==> src/rtl/mem_bus_sequencer.sv <==
// 8085 bus-cycle controller: latches/decodes the address, drives chip-selects,
// inserts per-region wait states and arbitrates the bus with one DMA requester.
module mem_bus_sequencer #(
    parameter logic [15:0] ROM_END  = 16'h07FF,
    parameter logic [15:0] RAM_BASE = 16'h2000,
    parameter logic [15:0] RAM_END  = 16'h27FF,
    parameter int          WAIT_W   = 3,
    parameter int          ROM_WAIT = 2,
    parameter int          RAM_WAIT = 0,
    parameter int          IO_WAIT  = 1
) (
    input  logic        CLK,
    input  logic        RESET,
    input  logic        ALE,
    input  logic [7:0]  AD_IN,
    input  logic [7:0]  A_HI,
    input  logic        IO_Mn,
    input  logic        RDn,
    input  logic        WRn,
    input  logic        HLDA,
    input  logic        DMA_REQ,
    output logic [15:0] ADDR_LATCHED,
    output logic        READY,
    output logic        ROM_CSn,
    output logic        RAM_CSn,
    output logic        IO_CSn,
    output logic        HOLD,
    output logic        DMA_GNT,
    output logic        BUS_ERR
);

    localparam int WAIT_MAX = (2 ** WAIT_W) - 1;

    if (ROM_WAIT < 0 || ROM_WAIT > WAIT_MAX ||
        RAM_WAIT < 0 || RAM_WAIT > WAIT_MAX ||
        IO_WAIT  < 0 || IO_WAIT  > WAIT_MAX) begin : g_bad_wait
        $error("wait-state parameter does not fit in WAIT_W bits");
    end

    localparam logic [WAIT_W-1:0] ROM_WAIT_V = WAIT_W'(ROM_WAIT);
    localparam logic [WAIT_W-1:0] RAM_WAIT_V = WAIT_W'(RAM_WAIT);
    localparam logic [WAIT_W-1:0] IO_WAIT_V  = WAIT_W'(IO_WAIT);

    typedef enum logic [2:0] {S_IDLE, S_DECODE, S_WAIT, S_DONE, S_HREQ, S_HGNT} state_t;
    typedef enum logic [1:0] {R_ROM, R_RAM, R_IO, R_UNMAP} region_t;

    state_t            state;
    region_t           region;
    logic [WAIT_W-1:0] wait_cnt;
    logic [WAIT_W-1:0] wait_val;
    logic [15:0]       bus_addr;
    logic              strobe;
    logic              bad_access;

    function automatic region_t decode(input logic io, input logic [15:0] a);
        if (io)                            return R_IO;
        else if (a <= ROM_END)             return R_ROM;
        else if (a >= RAM_BASE && a <= RAM_END) return R_RAM;
        else                               return R_UNMAP;
    endfunction

    function automatic logic [WAIT_W-1:0] region_wait(input region_t r);
        case (r)
            R_ROM:   return ROM_WAIT_V;
            R_RAM:   return RAM_WAIT_V;
            R_IO:    return IO_WAIT_V;
            default: return '0;
        endcase
    endfunction

    assign bus_addr   = {A_HI, AD_IN};
    assign wait_val   = region_wait(region);
    assign strobe     = !RDn || !WRn;
    // Both strobes together is a malformed cycle, never a legal access.
    assign bad_access = (region == R_UNMAP) || (region == R_ROM && !WRn) || (!RDn && !WRn);

    always_ff @(posedge CLK) begin
        if (RESET) begin
            state        <= S_IDLE;
            region       <= R_UNMAP;
            wait_cnt     <= '0;
            ADDR_LATCHED <= 16'h0000;
            READY        <= 1'b1;
            ROM_CSn      <= 1'b1;
            RAM_CSn      <= 1'b1;
            IO_CSn       <= 1'b1;
            HOLD         <= 1'b0;
            DMA_GNT      <= 1'b0;
            BUS_ERR      <= 1'b0;
        end else begin
            BUS_ERR <= 1'b0;
            case (state)
                S_IDLE: begin
                    if (ALE) begin
                        ADDR_LATCHED <= bus_addr;
                        region       <= decode(IO_Mn, bus_addr);
                        state        <= S_DECODE;
                    end else if (DMA_REQ) begin
                        HOLD  <= 1'b1;
                        state <= S_HREQ;
                    end
                end
                S_DECODE: begin
                    if (strobe) begin
                        if (bad_access) begin
                            BUS_ERR <= 1'b1;
                            state   <= S_DONE;
                        end else begin
                            case (region)
                                R_ROM:   ROM_CSn <= 1'b0;
                                R_RAM:   RAM_CSn <= 1'b0;
                                R_IO:    IO_CSn  <= 1'b0;
                                default: ;
                            endcase
                            wait_cnt <= wait_val;
                            if (wait_val == '0) begin
                                state <= S_DONE;
                            end else begin
                                READY <= 1'b0;
                                state <= S_WAIT;
                            end
                        end
                    end
                end
                S_WAIT: begin
                    // READY dropped on the decode edge, so release on the Nth wait edge.
                    wait_cnt <= wait_cnt - 1'b1;
                    if (wait_cnt == WAIT_W'(1)) begin
                        READY <= 1'b1;
                        state <= S_DONE;
                    end
                end
                S_DONE: begin
                    if (RDn && WRn) begin
                        ROM_CSn <= 1'b1;
                        RAM_CSn <= 1'b1;
                        IO_CSn  <= 1'b1;
                        if (ALE) begin
                            ADDR_LATCHED <= bus_addr;
                            region       <= decode(IO_Mn, bus_addr);
                            state        <= S_DECODE;
                        end else begin
                            state <= S_IDLE;
                        end
                    end
                end
                S_HREQ: begin
                    if (!DMA_REQ) begin
                        HOLD  <= 1'b0;
                        state <= S_IDLE;
                    end else if (HLDA) begin
                        DMA_GNT <= 1'b1;
                        state   <= S_HGNT;
                    end
                end
                S_HGNT: begin
                    // DMA_GNT doubles as the sub-phase: granted, then waiting for HLDA to fall.
                    if (DMA_GNT) begin
                        if (!DMA_REQ) begin
                            DMA_GNT <= 1'b0;
                            HOLD    <= 1'b0;
                        end
                    end else if (!HLDA) begin
                        state <= S_IDLE;
                    end
                end
                default: state <= S_IDLE;
            endcase
        end
    end

endmodule

==> config.mk <==
export PLATFORM = sky130hd
export DESIGN_NAME = mem_bus_sequencer
export DESIGN_NICKNAME = d
export VERILOG_FILES = /design/src/rtl/mem_bus_sequencer.sv
export SDC_FILE = /design/constraint.sdc
export NUM_CORES = 1
export LEC_CHECK = 0
export ABC_AREA = 1
export ABC_CLOCK_PERIOD_IN_PS = 1700
export CAP_MARGIN = 25
export CELL_PAD_IN_SITES_DETAIL_PLACEMENT = 0
export CELL_PAD_IN_SITES_GLOBAL_PLACEMENT = 1
export CORE_MARGIN = 8
export CORE_UTILIZATION = 30
export CTS_BUF_LIST = sky130_fd_sc_hd__clkbuf_4 sky130_fd_sc_hd__clkbuf_8
export CTS_CLUSTER_SIZE = 24
export DETAILED_ROUTE_END_ITERATION = 12
export HOLD_SLACK_MARGIN = 0.05
export MAX_ROUTING_LAYER = met4
export PLACE_DENSITY_LB_ADDON = 0.12
export SETUP_SLACK_MARGIN = 0.1
export SLEW_MARGIN = 20
export SYNTH_ARGS = -nofsm -noshare
export SYNTH_HDL_FRONTEND = slang
export SYNTH_SLANG_ARGS = --single-unit
==> constraint.sdc <==
create_clock -name CLK -period 1.7 [get_ports CLK]
set_input_delay 0.51 -clock CLK [delete_from_list [all_inputs] [get_ports CLK]]
set_output_delay 0.51 -clock CLK [all_outputs]
set_load 0.01 [all_outputs]
==> results of run 1 <==
[how the worst max path moves through the flow]
stage / depth (start not counted) / to / slack [ns] / from
3_3_place_gp: 10 / state[0]$_SDFFE_PP0P_ / -0.18 / WRn
4_1_cts: 10 / state[0]$_SDFFE_PP0P_ / 0.10 / WRn
6_report: 8 / wait_cnt[1]$_SDFFE_PP0P_ / 0.18 / WRn
3_5_place_dp: 10 / state[0]$_SDFFE_PP0P_ / -0.21 / WRn
5_1_grt: 8 / ADDR_LATCHED[5]$_SDFFE_PP0P_ / 0.11 / ALE
2_1_floorplan: 7 / wait_cnt[0]$_SDFFE_PP0P_ / 0.41 / WRn
[critical path: stages]
cell and delay (ns):
clkdlybuf4s50_1 0.44, or2_2 0.32, nand3_2 0.09, nand2_1 0.06
nand2_2 0.09, inv_1 0.05, nor2_1 0.08, nor2_1 0.05
[cell usage in the layout, fill, tap and decap left out, drive strengths merged]
cell type      Yosys  final
nand2             47     47
o21ai             23     23
clkinv             0      1
nand3             17     17
ha                 2      2
or2                2      2
nand4              4      4
nor3               1      1
clkbuf             1      6
a31oi              2      2
inv               24     24
nor2              57     57
o211ai             2      2
clkdlybuf4s50      0     23
dfxtp             31     31
dlygate4sd2        0     23
a21oi              6      6
bufinv             0      1
buf                4     13
[kinds of logic after synthesis]
group / Yosys count / synth area share
AO/OA/AOI/OAI: 33 / 0.114
buffers and inverters: 29 / 0.0946
adder cells (fa/ha/maj): 2 / 0.0165
AND/OR/NAND/NOR: 128 / 0.367
flip-flops: 31 / 0.408
[through the flow]
step                      power [mW]  instance area [um^2]  TNS, ns  std cells
after CTS                       3.32                  2220        0        355
after floorplan                 2.04                  1520        0        223
after detailed placement        2.65                  2130    -3.56        347
after global placement          2.67                  2130    -3.47        347
final                           3.28                  2230        0        355
after global routing            3.59                  2230        0        355
[registers in the layout, indices dropped and copies added (netlist names), 2 cells and up]
signal	cells
ADDR_LATCHED	16
region	2
state	3
wait_cnt	3
[synthesized netlist by cell type]
cell type  instances  area share
o21ai_0           20       0.066
nand2_2            4       0.016
inv_2              4      0.0099
nand4_1            4       0.016
buf_12             1       0.013
a21oi_1            6       0.020
nand2_1           42        0.10
o211ai_1           2      0.0099
a31oi_1            2      0.0082
or2_2              2      0.0082
buf_2              1      0.0033
clkbuf_1           1      0.0025
o21ai_1            3      0.0099
buf_6              2       0.015
dfxtp_1           31        0.41
nand3_1           15       0.049
nor2_1            52        0.13
ha_1               2       0.016
nand3_2            2       0.013
inv_4              1      0.0041
nor2_2             5       0.021
nand2_4            1      0.0074
inv_1             19       0.047
nor3_1             1      0.0033
[timing repair]
action,in CTS,in global routing
pin swaps,0,1
endpoints found under the setup margin,23,17
resized for setup,23,6
endpoints found under the hold margin,0,0
hold buffers,0,0
[where the power goes]
part	switching, mW	internal (mW)
Combinational	0.827	0.600
Clock	0.281	0.474
Sequential	0.139	0.959
Total	1.25	2.03
[layer usage]
| layer | wire [um] | up-vias |
|---|---|---|
| met1 | 1890 | 657 |
| li1 | - | 829 |
| met4 | 27 | 0 |
| met5 | 0 | - |
| met3 | 286 | 2 |
| met2 | 1780 | 43 |
[layout make-up]
cell class / count / area (um^2) / area share
multi-input combinational: 163 / 768 / 0.344
sequential: 31 / 621 / 0.278
timing repair buffer: 59 / 546 / 0.244
clock buffer: 6 / 82.6 / 0.0370
inverter: 24 / 92.6 / 0.0415
tap: 70 / 87.6 / 0.0392
clock inverter: 2 / 35.0 / 0.0157
==> impl_metrics.env, run 1 <==
export IMPL_hold_ws_ns=0.442
export IMPL_min_to="ROM_CSn$_SDFFE_PP1P_"
export IMPL_cts_setup_buffers=0
export IMPL_routed_wirelength_um=3990
export IMPL_p_per_area_nw_per_um2=1470
export IMPL_dieArea_um2=7600
export IMPL_coreArea_um2=5010
export IMPL_first_pass_iters=4
export IMPL_crit_fanout=4
export IMPL_setup_viol=0
export IMPL_syn_to_final_growth_pct=46.8
export IMPL_post_place_ws_ns=-0.212
export IMPL_p_leak_nw=1.09
export IMPL_cap_violations=0
export IMPL_finalCriticalPeriod_ns=1.52
export IMPL_reg2regPathDepth=8
export IMPL_numCtsBuffers=5
export IMPL_wl_per_cell_um=11.2
export IMPL_fillers=557
export IMPL_r2r_setup_slack_ns=0.34
export IMPL_hold_path_class="flip-flop to flip-flop"
export IMPL_diodes=0
export IMPL_use_met2=0.178
export IMPL_num_rows=26
export IMPL_ios=47
export IMPL_grt_pass1_wl_um=6720
export IMPL_cts_tree="done"
export IMPL_endpoint_kind="flip-flop"
export IMPL_grt_start_max_net_pins=24
export IMPL_dp_hpwl_um=3070
export IMPL_post_route_drc_count=0
export IMPL_start_util=0.303
export IMPL_ys_ff_latch=31
export IMPL_syn_nets=249
export IMPL_slew_violations=0
export IMPL_routed_via_density=4.31
export IMPL_setup_worst_path_class="input pin to flip-flop"
export IMPL_rr_endpoint="wait_cnt[1]$_SDFFE_PP0P_"
export IMPL_worst_ep_required_time_ns=1.88
export IMPL_tightest_slew_ns=0.272
export IMPL_layout_drive_gt1_share=0.158
export IMPL_busiest_layer="met2"
export IMPL_rr_startpoint="state[0]$_SDFFE_PP0P_"
export IMPL_ys_seq_area_frac=0.408
export IMPL_worstHoldPathCells=2
export IMPL_finalCritPeriodShare=0.891
export IMPL_io_buffers=46
export IMPL_hp_start="ROM_CSn$_SDFFE_PP1P_"
export IMPL_gp_congestion=0.814
export IMPL_irDropWorstVdd_mv=0.493
export IMPL_worst_clock_skew_ns=0.00388
export IMPL_grt_use_met3=0.0509
export IMPL_syn_area_um2=1520
export IMPL_grt_pass1_vias=1510
export IMPL_nets=310
export IMPL_setup_slack_ns=0.185
export IMPL_cts_num_sinks=31
export IMPL_root_buffer="clkbuf_8"
export IMPL_cp_start_kind="input pin"
export IMPL_status="completed"
export IMPL_slew_headroom=0.818
export IMPL_clk_pin_slew_ns=0.07
export IMPL_met1_usage=0.129
export IMPL_syn_area_per_cell_um2=6.82
export IMPL_num_vias=1531
export IMPL_clk_latency_ns=0.28
export IMPL_finalHoldViolations=0
export IMPL_arrival_ns=1.69
export IMPL_antenna_found_initial=0
export IMPL_die_y_um=87.2
export IMPL_antenna_left=0
export IMPL_postSynthCellCount=223
export IMPL_track_usage=0.115
export IMPL_rsz0062_at_grt="no"
export IMPL_fmax_ghz=0.660
export IMPL_utilization=0.446
export IMPL_clockBufferDepth=2
export IMPL_yosysWarnings=0
export IMPL_drt_iter0_drc=124
export IMPL_synth_distinct_cells=24
export IMPL_dieWidth_um=87.2
export IMPL_overflow=0
export IMPL_htreeDepth=2
(Power assumes the default switching activity.)
==> run 2: changes to the inputs <==
--- a/config.mk
+++ b/config.mk
@@ -13,7 +13,7 @@
 export CORE_MARGIN = 8
 export CORE_UTILIZATION = 30
 export CTS_BUF_LIST = sky130_fd_sc_hd__clkbuf_4 sky130_fd_sc_hd__clkbuf_8
-export CTS_CLUSTER_SIZE = 24
+export CTS_CLUSTER_SIZE = 25
 export DETAILED_ROUTE_END_ITERATION = 12
 export HOLD_SLACK_MARGIN = 0.05
 export MAX_ROUTING_LAYER = met4
==> results of run 2 <==
No change in the layout: final DEF, timing and power equal those of run 1.
==> run 3: changes to the inputs <==
--- a/config.mk
+++ b/config.mk
@@ -10,6 +10,7 @@
 export CAP_MARGIN = 25
 export CELL_PAD_IN_SITES_DETAIL_PLACEMENT = 0
 export CELL_PAD_IN_SITES_GLOBAL_PLACEMENT = 1
+export CORE_ASPECT_RATIO = 0.7
 export CORE_MARGIN = 8
 export CORE_UTILIZATION = 30
 export CTS_BUF_LIST = sky130_fd_sc_hd__clkbuf_4 sky130_fd_sc_hd__clkbuf_8
==> run 3 against run 2 <==
Against the previous run:
- critical path depth is the same
- non-clock buffer count grew 3
- clock skew shrank 0.0011 ns
- cell area rose by 1.5%
- first-iteration DRC count fell by 14%
- sequential share of layout area down 0.41 points
- register-to-register slack worse by 0.07 ns
- combinational power about the same
- hold slack about the same
- sequential power is essentially flat
- critical endpoint is now IO_CSn$_SDFFE_PP1P_
- largest cell class unchanged
==> impl_metrics.env, run 3 (same netlist as run 1, synthesis figures left out) <==
export IMPL_gp_congestion=0.787
export IMPL_htreeDepth=2
export IMPL_cts_tree="done"
export IMPL_cts_num_sinks=31
export IMPL_layout_drive_gt1_share=0.187
export IMPL_worstHoldPathCells=2
export IMPL_num_vias=1578
export IMPL_setup_viol=0
export IMPL_setup_worst_path_class="input pin to flip-flop"
export IMPL_p_leak_nw=1.12
export IMPL_wl_per_cell_um=11.9
export IMPL_rsz0062_at_grt="no"
export IMPL_p_comb_frac=0.454
export IMPL_power_total_mw=3.22
export IMPL_intPower_mw=1.95
export IMPL_overflow=0
export IMPL_routed_wirelength_um=4280
export IMPL_antenna_left=0
export IMPL_clk_latency_ns=0.28
export IMPL_dp_cells=347
export IMPL_start_util=0.314
export IMPL_rr_startpoint="state[0]$_SDFFE_PP0P_"
export IMPL_top_register="ADDR_LATCHED"
export IMPL_dieArea_um2=7640
export IMPL_first_pass_iters=4
export IMPL_fin_cells=358
export IMPL_slew_headroom=0.808
export IMPL_clockBufferDepth=2
export IMPL_slowest_stage="clkdlybuf4s50_1"
export IMPL_post_route_drc_count=0
export IMPL_pwr_share_clk=0.205
export IMPL_p_switching_mw=1.27
export IMPL_dieWidth_um=101
export IMPL_cp_start_kind="input pin"
export IMPL_cts_hold_buffers=0
export IMPL_reg_top3="ADDR_LATCHED x16, state x3, wait_cnt x3"
export IMPL_path_cells="clkdlybuf4s50_1 -> nand2_2 -> inv_4 -> buf_4 -> buf_4 -> a31oi_1 -> buf_4 -> nand2_1"
export IMPL_crit_start="WRn"
export IMPL_finalCriticalPeriod_ns=1.53
export IMPL_r2r_setup_slack_ns=0.27
export IMPL_finalHoldViolations=0
export IMPL_drt_iter0_drc=107
export IMPL_irDropWorstVdd_mv=0.412
export IMPL_nets=314
export IMPL_status="completed"
export IMPL_critPathMaxStageDelay_ns=0.44
export IMPL_crit_fanout=4
export IMPL_numCtsBuffers=5
export IMPL_grt_start_max_net_pins=24
export IMPL_ff_latch_area_um2=621
export IMPL_diodes=0
export IMPL_routed_via_density=4.41
export IMPL_cap_violations=0
export IMPL_rr_endpoint="wait_cnt[0]$_SDFFE_PP0P_"
export IMPL_worst_clock_skew_ns=0.00273
export IMPL_fillers=541
export IMPL_largest_reg_flops=16
export IMPL_num_rows=21
export IMPL_worst_ep_required_time_ns=1.88
export IMPL_tightest_slew_ns=0.288
export IMPL_multi_input_area_um2=790
export IMPL_ios=47
export IMPL_critical_path_most_common_cell="buf_4"
export IMPL_io_buffers=46
export IMPL_critPathCapture="IO_CSn$_SDFFE_PP1P_"
export IMPL_fmax_ghz=0.652
export IMPL_slew_violations=0
export IMPL_grt_pass1_wl_um=6760
export IMPL_grt_pass1_vias=1455
export IMPL_endpoint_kind="flip-flop"
export IMPL_power_frac_seq=0.341
export IMPL_coreArea_um2=4830
export IMPL_track_usage=0.117
export IMPL_hold_path_class="flip-flop to flip-flop"
export IMPL_final_cell_mix="nor2_1, nand2_1, dfxtp_1, dlygate4sd2_1, clkdlybuf4s50_1"
export IMPL_p_per_area_nw_per_um2=1420
export IMPL_root_buffer="clkbuf_8"
export IMPL_reg2regPathDepth=7
export IMPL_layout_commonest_cell="nor2_1"
export IMPL_die_y_um=75.6
export IMPL_antenna_found_initial=0
export IMPL_dp_hpwl_um=3190
export IMPL_finalCritPeriodShare=0.902
export IMPL_arrival_ns=1.71
export IMPL_syn_to_final_growth_pct=49.1
export IMPL_clk_pin_slew_ns=0.06
export IMPL_sw_frac_of_total=0.395
==> run 3: area by class of cell <==
type	instances	share of cell area
Clock buffer	8	0.0458
Inverter	24	0.0420
Multi-Input combinational cell	164	0.348
Sequential cell	31	0.274
Tap cell	69	0.0381
Timing Repair Buffer	62	0.252
==> run 3: how the worst min path moves through the flow <==
stage | startpoint | endpoint | slack, ns
2_1_floorplan | wait_cnt[1]$_SDFFE_PP0P_ | wait_cnt[1]$_SDFFE_PP0P_ | 0.45
3_3_place_gp | ROM_CSn$_SDFFE_PP1P_ | ROM_CSn$_SDFFE_PP1P_ | 0.43
3_5_place_dp | ROM_CSn$_SDFFE_PP1P_ | ROM_CSn$_SDFFE_PP1P_ | 0.44
4_1_cts | ROM_CSn$_SDFFE_PP1P_ | ROM_CSn$_SDFFE_PP1P_ | 0.45
5_1_grt | READY$_SDFFE_PP1P_ | READY$_SDFFE_PP1P_ | 0.47
6_report | ROM_CSn$_SDFFE_PP1P_ | ROM_CSn$_SDFFE_PP1P_ | 0.44
==> run 3: worst max-delay path: cells and delay by family <==
family | cells | cell delay, ns
AO/OA/AOI/OAI | 1 | 0.15
buffers and inverters | 5 | 0.87
AND/OR/NAND/NOR | 2 | 0.16
==> run 3: routing by layer <==
layer	vias to the layer above	track usage	routed length [um]
met5	-	-	0
met4	0	0.0493	58
met3	7	0.0338	240
met2	31	0.161	1710
met1	697	0.155	2260
li1	843	-	-
==> run 3: timing repair <==
item | 4_1_cts | 5_1_grt
cloned | 0 | 1
pin swaps | 0 | 3
endpoints found under the setup margin | 23 | 25
setup buffers | 0 | 2
resized for setup | 23 | 14
endpoints found under the hold margin | 0 | 0
==> run 3: metrics by stage <==
stage | setup TNS (ns) | worst slack (ns) | utilization | hold WS (ns) | cell area, um^2
detailed placement | -3.69 | -0.174 | 0.441 | 0.437 | 2130
floorplan | 0 | 0.412 | - | 0.453 | 1520
global placement | -4.10 | -0.184 | 0.441 | 0.429 | 2130
global route | 0 | 0.0932 | 0.469 | 0.470 | 2270
finish | 0 | 0.166 | 0.469 | 0.442 | 2270
CTS | 0 | 0.122 | 0.457 | 0.448 | 2210
==> run 3: power groups by stage <==
stage	Combinational [mW]	Clock [mW]	Sequential (mW)
floorplan	0.858	0	1.19
CTS	1.41	0.689	1.10
global route	1.67	0.713	1.13
finish	1.46	0.660	1.10
detailed placement	1.52	0	1.12
global placement	1.53	0	1.13
